`src/rtl/fp_alu_issue_stage.sv`:
```
// Issue stage in front of the combinational FP ALU: buffers commands in a
// small FIFO, presents one command at a time to the ALU, holds the operands
// for a programmable settle time, then captures the result and flags into a
// valid/ready output register and accumulates sticky exception status.
//
// state  | meaning
// -------+-------------------------------------------------------------
// IDLE   | nothing in flight; pops the FIFO head as soon as one exists
// SETTLE | ALU inputs held stable, settle counter running down to 0
// HOLD   | result registered and offered until the consumer takes it
module fp_alu_issue_stage #(
  parameter int DEPTH         = 4,
  parameter int TAG_W         = 4,
  parameter int SETTLE_CYCLES = 2
) (
  input  logic             clk,
  input  logic             reset,
  input  logic             cmd_valid,
  output logic             cmd_ready,
  input  logic [3:0]       cmd_op,
  input  logic [31:0]      cmd_a,
  input  logic [31:0]      cmd_b,
  input  logic [TAG_W-1:0] cmd_tag,
  output logic [31:0]      alu_a_operand,
  output logic [31:0]      alu_b_operand,
  output logic [3:0]       alu_operation,
  input  logic [31:0]      alu_result,
  input  logic             alu_exception,
  input  logic             alu_overflow,
  input  logic             alu_underflow,
  output logic             res_valid,
  input  logic             res_ready,
  output logic [31:0]      res_data,
  output logic [TAG_W-1:0] res_tag,
  output logic [3:0]       res_flags,
  output logic [3:0]       sticky_status,
  input  logic             sticky_clear,
  output logic             busy
);

  localparam int PTR_W = $clog2(DEPTH);
  localparam logic [3:0] CNT_LOAD = 4'(SETTLE_CYCLES - 1);
  localparam logic [PTR_W:0] PTR_ONE = {{PTR_W{1'b0}}, 1'b1};

  typedef enum logic [1:0] {
    S_IDLE,
    S_SETTLE,
    S_HOLD
  } state_t;

  typedef struct packed {
    logic [TAG_W-1:0] tag;
    logic [3:0]       op;
    logic [31:0]      a;
    logic [31:0]      b;
  } cmd_t;

  // FIFO storage and pointers (extra MSB distinguishes full from empty)
  cmd_t           fifo_q [DEPTH];
  cmd_t           fifo_d [DEPTH];
  logic [PTR_W:0] wr_ptr_q, wr_ptr_d;
  logic [PTR_W:0] rd_ptr_q, rd_ptr_d;
  logic           fifo_empty;
  logic           fifo_full;
  logic           push;
  logic           pop;
  cmd_t           head;
  logic           head_legal;

  // Sequencer state
  state_t           state_q, state_d;
  logic [3:0]       cnt_q, cnt_d;
  logic [31:0]      a_q, a_d;
  logic [31:0]      b_q, b_d;
  logic [3:0]       op_q, op_d;
  logic             ill_q, ill_d;
  logic [TAG_W-1:0] cur_tag_q, cur_tag_d;
  logic             capture;

  // Result and status registers
  logic             res_valid_q, res_valid_d;
  logic [31:0]      res_data_q, res_data_d;
  logic [TAG_W-1:0] res_tag_q, res_tag_d;
  logic [3:0]       res_flags_q, res_flags_d;
  logic [3:0]       sticky_q, sticky_d;

  assign fifo_empty = (wr_ptr_q == rd_ptr_q);
  assign fifo_full  = (wr_ptr_q[PTR_W] != rd_ptr_q[PTR_W]) &&
                      (wr_ptr_q[PTR_W-1:0] == rd_ptr_q[PTR_W-1:0]);
  // Ready depends only on registered pointers, so a full FIFO never takes a
  // push even on an edge where it also pops.
  assign cmd_ready  = !fifo_full;
  assign push       = cmd_valid && !fifo_full;
  assign head       = fifo_q[rd_ptr_q[PTR_W-1:0]];
  assign head_legal = (head.op != 4'd0) && (head.op <= 4'd12);

  // FIFO next-state: write at the tail on push, advance the head on pop
  always_comb begin
    fifo_d   = fifo_q;
    wr_ptr_d = wr_ptr_q;
    rd_ptr_d = rd_ptr_q;
    if (push) begin
      fifo_d[wr_ptr_q[PTR_W-1:0]] = '{tag: cmd_tag, op: cmd_op, a: cmd_a, b: cmd_b};
      wr_ptr_d = wr_ptr_q + PTR_ONE;
    end
    if (pop) begin
      rd_ptr_d = rd_ptr_q + PTR_ONE;
    end
  end

  // FIFO registers
  always_ff @(posedge clk or posedge reset) begin
    if (reset) begin
      for (int i = 0; i < DEPTH; i++) begin
        fifo_q[i] <= '0;
      end
      wr_ptr_q <= '0;
      rd_ptr_q <= '0;
    end else begin
      fifo_q   <= fifo_d;
      wr_ptr_q <= wr_ptr_d;
      rd_ptr_q <= rd_ptr_d;
    end
  end

  // Sequencer next-state, ALU drive, result capture and sticky accumulation
  always_comb begin
    state_d     = state_q;
    cnt_d       = cnt_q;
    a_d         = a_q;
    b_d         = b_q;
    op_d        = op_q;
    ill_d       = ill_q;
    cur_tag_d   = cur_tag_q;
    res_valid_d = res_valid_q;
    res_data_d  = res_data_q;
    res_tag_d   = res_tag_q;
    res_flags_d = res_flags_q;
    pop         = 1'b0;
    capture     = 1'b0;

    case (state_q)
      S_IDLE: begin
        if (!fifo_empty) begin
          pop = 1'b1;
        end
      end
      S_SETTLE: begin
        if (cnt_q == 4'd0) begin
          capture     = 1'b1;
          state_d     = S_HOLD;
          op_d        = 4'd0;
          res_valid_d = 1'b1;
          res_tag_d   = cur_tag_q;
          // An illegal opcode never drove the ALU, so its bus is not sampled.
          if (ill_q) begin
            res_data_d  = 32'd0;
            res_flags_d = 4'b1000;
          end else begin
            res_data_d  = alu_result;
            res_flags_d = {1'b0, alu_underflow, alu_overflow, alu_exception};
          end
        end else begin
          cnt_d = cnt_q - 4'd1;
        end
      end
      S_HOLD: begin
        if (res_valid_q && res_ready) begin
          res_valid_d = 1'b0;
          if (!fifo_empty) begin
            pop = 1'b1;
          end else begin
            state_d = S_IDLE;
          end
        end
      end
      default: begin
        state_d = S_IDLE;
      end
    endcase

    // Launching a command is identical from IDLE and from HOLD.
    if (pop) begin
      state_d   = S_SETTLE;
      a_d       = head.a;
      b_d       = head.b;
      ill_d     = !head_legal;
      op_d      = head_legal ? head.op : 4'd0;
      cur_tag_d = head.tag;
      cnt_d     = CNT_LOAD;
    end

    // Clear wins over a simultaneous capture; those flags remain in res_flags.
    if (sticky_clear) begin
      sticky_d = 4'd0;
    end else if (capture) begin
      sticky_d = sticky_q | res_flags_d;
    end else begin
      sticky_d = sticky_q;
    end
  end

  // Sequencer, ALU input and result registers
  always_ff @(posedge clk or posedge reset) begin
    if (reset) begin
      state_q     <= S_IDLE;
      cnt_q       <= 4'd0;
      a_q         <= 32'd0;
      b_q         <= 32'd0;
      op_q        <= 4'd0;
      ill_q       <= 1'b0;
      cur_tag_q   <= '0;
      res_valid_q <= 1'b0;
      res_data_q  <= 32'd0;
      res_tag_q   <= '0;
      res_flags_q <= 4'd0;
      sticky_q    <= 4'd0;
    end else begin
      state_q     <= state_d;
      cnt_q       <= cnt_d;
      a_q         <= a_d;
      b_q         <= b_d;
      op_q        <= op_d;
      ill_q       <= ill_d;
      cur_tag_q   <= cur_tag_d;
      res_valid_q <= res_valid_d;
      res_data_q  <= res_data_d;
      res_tag_q   <= res_tag_d;
      res_flags_q <= res_flags_d;
      sticky_q    <= sticky_d;
    end
  end

  assign alu_a_operand = a_q;
  assign alu_b_operand = b_q;
  assign alu_operation = op_q;
  assign res_valid     = res_valid_q;
  assign res_data      = res_data_q;
  assign res_tag       = res_tag_q;
  assign res_flags     = res_flags_q;
  assign sticky_status = sticky_q;
  assign busy          = !fifo_empty || (state_q != S_IDLE);

endmodule

```
`config.mk`:
```
export PLATFORM = sky130hd
export DESIGN_NAME = fp_alu_issue_stage
export DESIGN_NICKNAME = d
export VERILOG_FILES = /design/src/rtl/fp_alu_issue_stage.sv
export SDC_FILE = /design/constraint.sdc
export NUM_CORES = 1
export LEC_CHECK = 0
export BUFFER_PORTS_ARGS = -buffer_cell sky130_fd_sc_hd__buf_4
export CORE_MARGIN = 2
export CORE_UTILIZATION = 52
export DETAILED_ROUTE_END_ITERATION = 8
export PLACE_DENSITY = 0.76
export SYNTH_ARGS = -nofsm -noshare
export SYNTH_HDL_FRONTEND = slang
export SYNTH_SLANG_ARGS = --single-unit
```
`constraint.sdc`:
```
create_clock -name clk -period 12.9 [get_ports clk]
set_input_delay 0.645 -clock clk [delete_from_list [all_inputs] [get_ports clk]]
set_output_delay 0.645 -clock clk [all_outputs]
set_load 0.05 [all_outputs]
```
Yosys cells after proc, flatten, opt, wreduce, memory -nomap -nowiden
Index checks and enable logic that the tools add are counted.
- register bits after elaboration: 418
- bits of input ports: 112
- output and inout port bits: 115
- logic and storage cells: 106
- add/subtract/negate cells: 3
- magnitude comparators: 4
- equal/unequal tests: 12
- muxes and demuxes: 32
- bitwise logic cells: 3
- reductions and logical operators: 22
- operators with widths (cell ; number):
    $bwmux W288 ; 1
    $mux W72 ; 3
    $bmux W72 S2 ; 1
    $demux W72 S2 ; 1
    $mux W4 ; 12
    $mux W32 ; 1
    $reduce_bool A2 Y1 ; 5
    $ne A3 B3 Y1 const B ; 3
    $mux W2 ; 4
    $ne A2 B2 Y1 const B ; 4
    $add A3 B1 Y3 const B ; 2
    $ge A3 B3 Y1 const B ; 2
    $mux W1 ; 6
    $not A2 Y3 ; 2
    $pmux W2 S3 ; 1
    $reduce_and A2 Y1 ; 3
    $logic_and A1 B1 Y1 ; 5
    $le A4 B4 Y1 const B ; 1
    $logic_not A4 Y1 ; 1
    $or A4 B4 Y4 ; 1
    $pmux W1 S2 ; 2
    $reduce_and A4 Y1 ; 1
    $reduce_bool A4 Y1 ; 1
    $sub A4 B1 Y4 const B ; 1
    10 further kinds ; 12

Depth between registers and ports, before layout
- depth after elaboration: 8
- gate-level depth with buffers: 8
- gate-level depth less buffers: 6

Least setup slack after synthesis
Ideal clock, no wire load.
- kind: reg-to-reg
- start: register res_valid_q (netlist: res_valid)
- end: register a_q[15] (netlist: alu_a_operand[15])
- library setup time: 0.125 ns
- data arrival time: 1.968 ns
- required time: 12.775 ns
- setup slack: 10.807 ns
- cell stages (with the launch flop): 6
- buffers on the path: 2
- clock period less this slack: 2.093 ns
- path through: dfrtp_1 a21boi_0 a311oi_2 buf_2 buf_2 mux2_2
- longest elaborated chain between the ends: 3
- RTL lines (element ; RTL line ; source):
    start, declared ; 81 ; logic res_valid_q, res_valid_d;
    start signal, assigned ; 226 ; res_valid_q <= res_valid_d;
    $logic_and A1 B1 Y1 ; 168 ; if (res_valid_q && res_ready) begin
    $mux W1 ; 168 ;
    $pmux W1 S2 ; 142 ; case (state_q)
    end signal, assigned ; 208 ; a_q <= 32'd0;
    end signal, assigned ; 221 ; a_q <= a_d;
    end, declared ; 73 ; logic [31:0] a_q, a_d;
No other way between the ends.
A chain may end at the register's enable or synchronous reset.

==> impl_metrics.yaml <==
worst_setup_path:
  worst_setup_path_start_kind: "primary input"
  path_cells: "buf_4 > inv_8 > buf_4 > buf_4 > buf_4"
  worstSetupStartpoint: "reset"
  reg2reg_depth: 5
  rr_endpoint: "fifo_q[158]"
  crit_top_cell: "buf_4"
  rrSetupSlack_ns: 9.44
  endpoint: "rd_ptr_q[0]"
  max_stage_delay_ns: 0.83
  r2r_start: "rd_ptr_q[0]"
  crit_fanout: 141
  crit_type: "primary input to async pin"
  crit_arrival_ns: 3.90
  required_ns: 13.33
  worst_path_max_delay_cell: "buf_4"
  end_kind: "async pin"
logic_synthesis:
  synthesis.nets: 1220
  ys_seq_area_share_pct: 59.74
  netlist.area_leader.share_pct: 59.74
  syn_area_um2: 17510
  netlist_instances: 1101
  synth.top_cells.by_area: "dfrtp_1 60%, mux2_2 23%, mux4_2 9.1%, buf_2 1.2%, nand2b_1 1.2%"
  syn_avg_cell_area_um2: 15.90
  synth_cell_types: 33
  ys_seq_elements: 418
  yosysTopAreaCell: "dfrtp_1"
  yosys_warnings: 0
die:
  num_rows: 67
  fp.dieW_um: 187.5
  die_h_um: 187.5
  die_area_um2: 35160
  floorplan.initialDensity_pct: 52.48
  fp.coreArea_um2: 33360
  num_io_pins: 227
clocking:
  cts_root_buffer: "clkbuf_16"
  postCtsHoldBufs: 0
  cts_inserted_buffers: 43
  numClockSinks: 418
  cts_max_level: 2
  path_clk_slew_ns: 0.06
  clock_path_buffers: 3
  clk_latency_ns: 0.53
  tritoncts: "done"
  cts.repair.resized: 0
  postCtsSetupRepairBufs: 0
place:
  gp_congestion: 0.8127
  io_buffers: 226
  dp_hpwl_um: 22180
worst_hold_path:
  hp-class: "primary input to async pin"
routing:
  dr.pass1.iters: 4
  drc: 0
  avgRoutedWirePerCell_um: 20.09
  wirelength_um: 36250
  via_per_inst: 5.531
  vias: 9978
  ant_nets: 0
  drt_iter0_drc: 539
finish:
  fin_util_pct: 63.20
  multiInputGateArea_um2: 6763
  num-fill-cells: 2495
  fin_nets: 1440
  area_delta_synth_final_pct: 20.43
  ff_latch_area_um2: 10470
  drive_above_1_share_pct: 55.54
sta:
  setup_tns_ns: 0
  tightest_slew_ns: 1.012
  finalCriticalPeriod_ns: 3.477
  fmax_ghz: 0.2876
  drv_slew: 0
  setup_viol_count_final: 0
  finClkSkew_ns: 0.01589
  period_share_pct: 26.96
  slew_headroom_pct: 32.57
  rsz0062_at_grt: "false"
  hold_viol_final: 0
flow_run:
  maxCapViolations: 0
global_routing:
  grt_pass1_vias: 10720
  grt.total_usage_pct: 21.01
  antenna_found_initial: 1
  grt_start_max_net_pins: 142
  grt_pass1_wl_um: 58790
  overflow: 0
outcome:
  status: "finished clean"
power:
  p_leak_nw: 9.390
  ir_drop_mv: 0.1637
  powerDensity_nw_per_um2: 307.0
[synthesized netlist by cell type (all sizes together)]
cell type / count
mux2: 362
nand2b: 34
o21ai: 38
or3b: 1
mux4: 72
a21oi: 4
nor4b: 1
and2: 1
a21boi: 1
nor4: 1
a311oi: 1
or4: 1
nand2: 48
nor3: 1
buf: 47
nor2: 10
ha: 7
inv: 7
xnor2: 7
nand3: 5
dfrtp: 418
o2bb2ai: 2
a31oi: 3
nor2b: 2
clkbuf: 18
a22o: 3
o22ai: 1
nand4: 1
xor2: 4
[routing by layer]
layer	vias to the layer above	GRT usage, %	part of all wire [%]	wire length, um
met5	-	0	0	0
met4	0	5.118	1.9	699
met3	47	4.230	5.4	1961
met2	240	34.80	48	17570
met1	5225	28.91	44	16020
li1	4466	-	-	-
[how the worst min path moves through the flow]
stage	start	to	slack [ns]
6_report	reset	fifo_q[91]	0.27
5_1_grt	sticky_clear	sticky_status[0]	0.32
4_1_cts	sticky_clear	sticky_status[2]	0.32
3_5_place_dp	res_data[19]	res_data[19]	0.47
3_3_place_gp	res_data[29]	res_data[29]	0.47
2_1_floorplan	fifo_q[138]	fifo_q[138]	0.47
[sequential cells by signal, indices dropped and copies added (netlist names)]
name	count
res_valid	1
fifo_q	288
cnt_q	4
res_tag	4
alu_operation	4
res_data	32
rd_ptr_q	3
cur_tag_q	4
wr_ptr_q	3
alu_a_operand	32
sticky_status	4
res_flags	4
alu_b_operand	32
ill_q	1
state_q	2
[cell type report]
cell class	count	area share, %
timing repair buffer	240	8.544
sequential	418	49.64
antenna	2	0.02373
tap	448	2.658
multi-input combinational	611	32.07
inverter	7	0.1602
clock buffer	72	6.628
clock inverter	6	0.2789
[cells in the final DEF, fill, tap and decap left out, drive strengths merged, types with 3 or more instances in the layout]
master,n
dfrtp,418
clkinv,5
o21ai,38
xor2,4
nor2,10
mux4,72
buf,240
a22o,3
nand2b,34
mux2,362
ha,7
clkbuf,72
nand2,48
nand3,5
a21oi,4
inv,7
xnor2,7
a31oi,3
[cells by family (layout without fill, tap and decap cells)]
family	after synthesis	count (layout)	synth area share (%)
AOI/OAI and AO/OA	53	53	1.808
xor gates and xnor gates	11	11	0.5502
adders and majority gates	7	7	0.5002
buffers and inverters	72	325	1.894
DFF	418	418	59.74
muxes	434	434	32.56
other	0	2	0
and+or+nand+nor	106	106	2.951
[stage by stage]
step / power, mW / hold WS (ns) / cell area, um2 / instances / setup WS [ns]
detailed placement: 5.279 / 0.4739 / 19630 / 1724 / 8.585
global placement: 5.175 / 0.4653 / 19630 / 1724 / 8.680
floorplan: 4.523 / 0.4704 / 17510 / 1101 / 0.6202
finish: 6.473 / 0.2731 / 21090 / 1804 / 9.423
global route: 6.828 / 0.3179 / 21080 / 1802 / 8.687
CTS: 6.541 / 0.3154 / 21080 / 1802 / 9.147
[power by group]
group | leakage (nW) | internal (mW) | switching [mW]
registers | 5.03 | 1.99 | 0.400
logic | 3.64 | 1.40 | 1.44
clock network | 0.722 | 0.755 | 0.486
total | 9.39 | 4.15 | 2.33
[worst max-delay path, delay by kind of cell]
family	cells	cell delay (ns)
buf+inv	5	3.12
No activity file was read; power rests on OpenSTA's default activity.
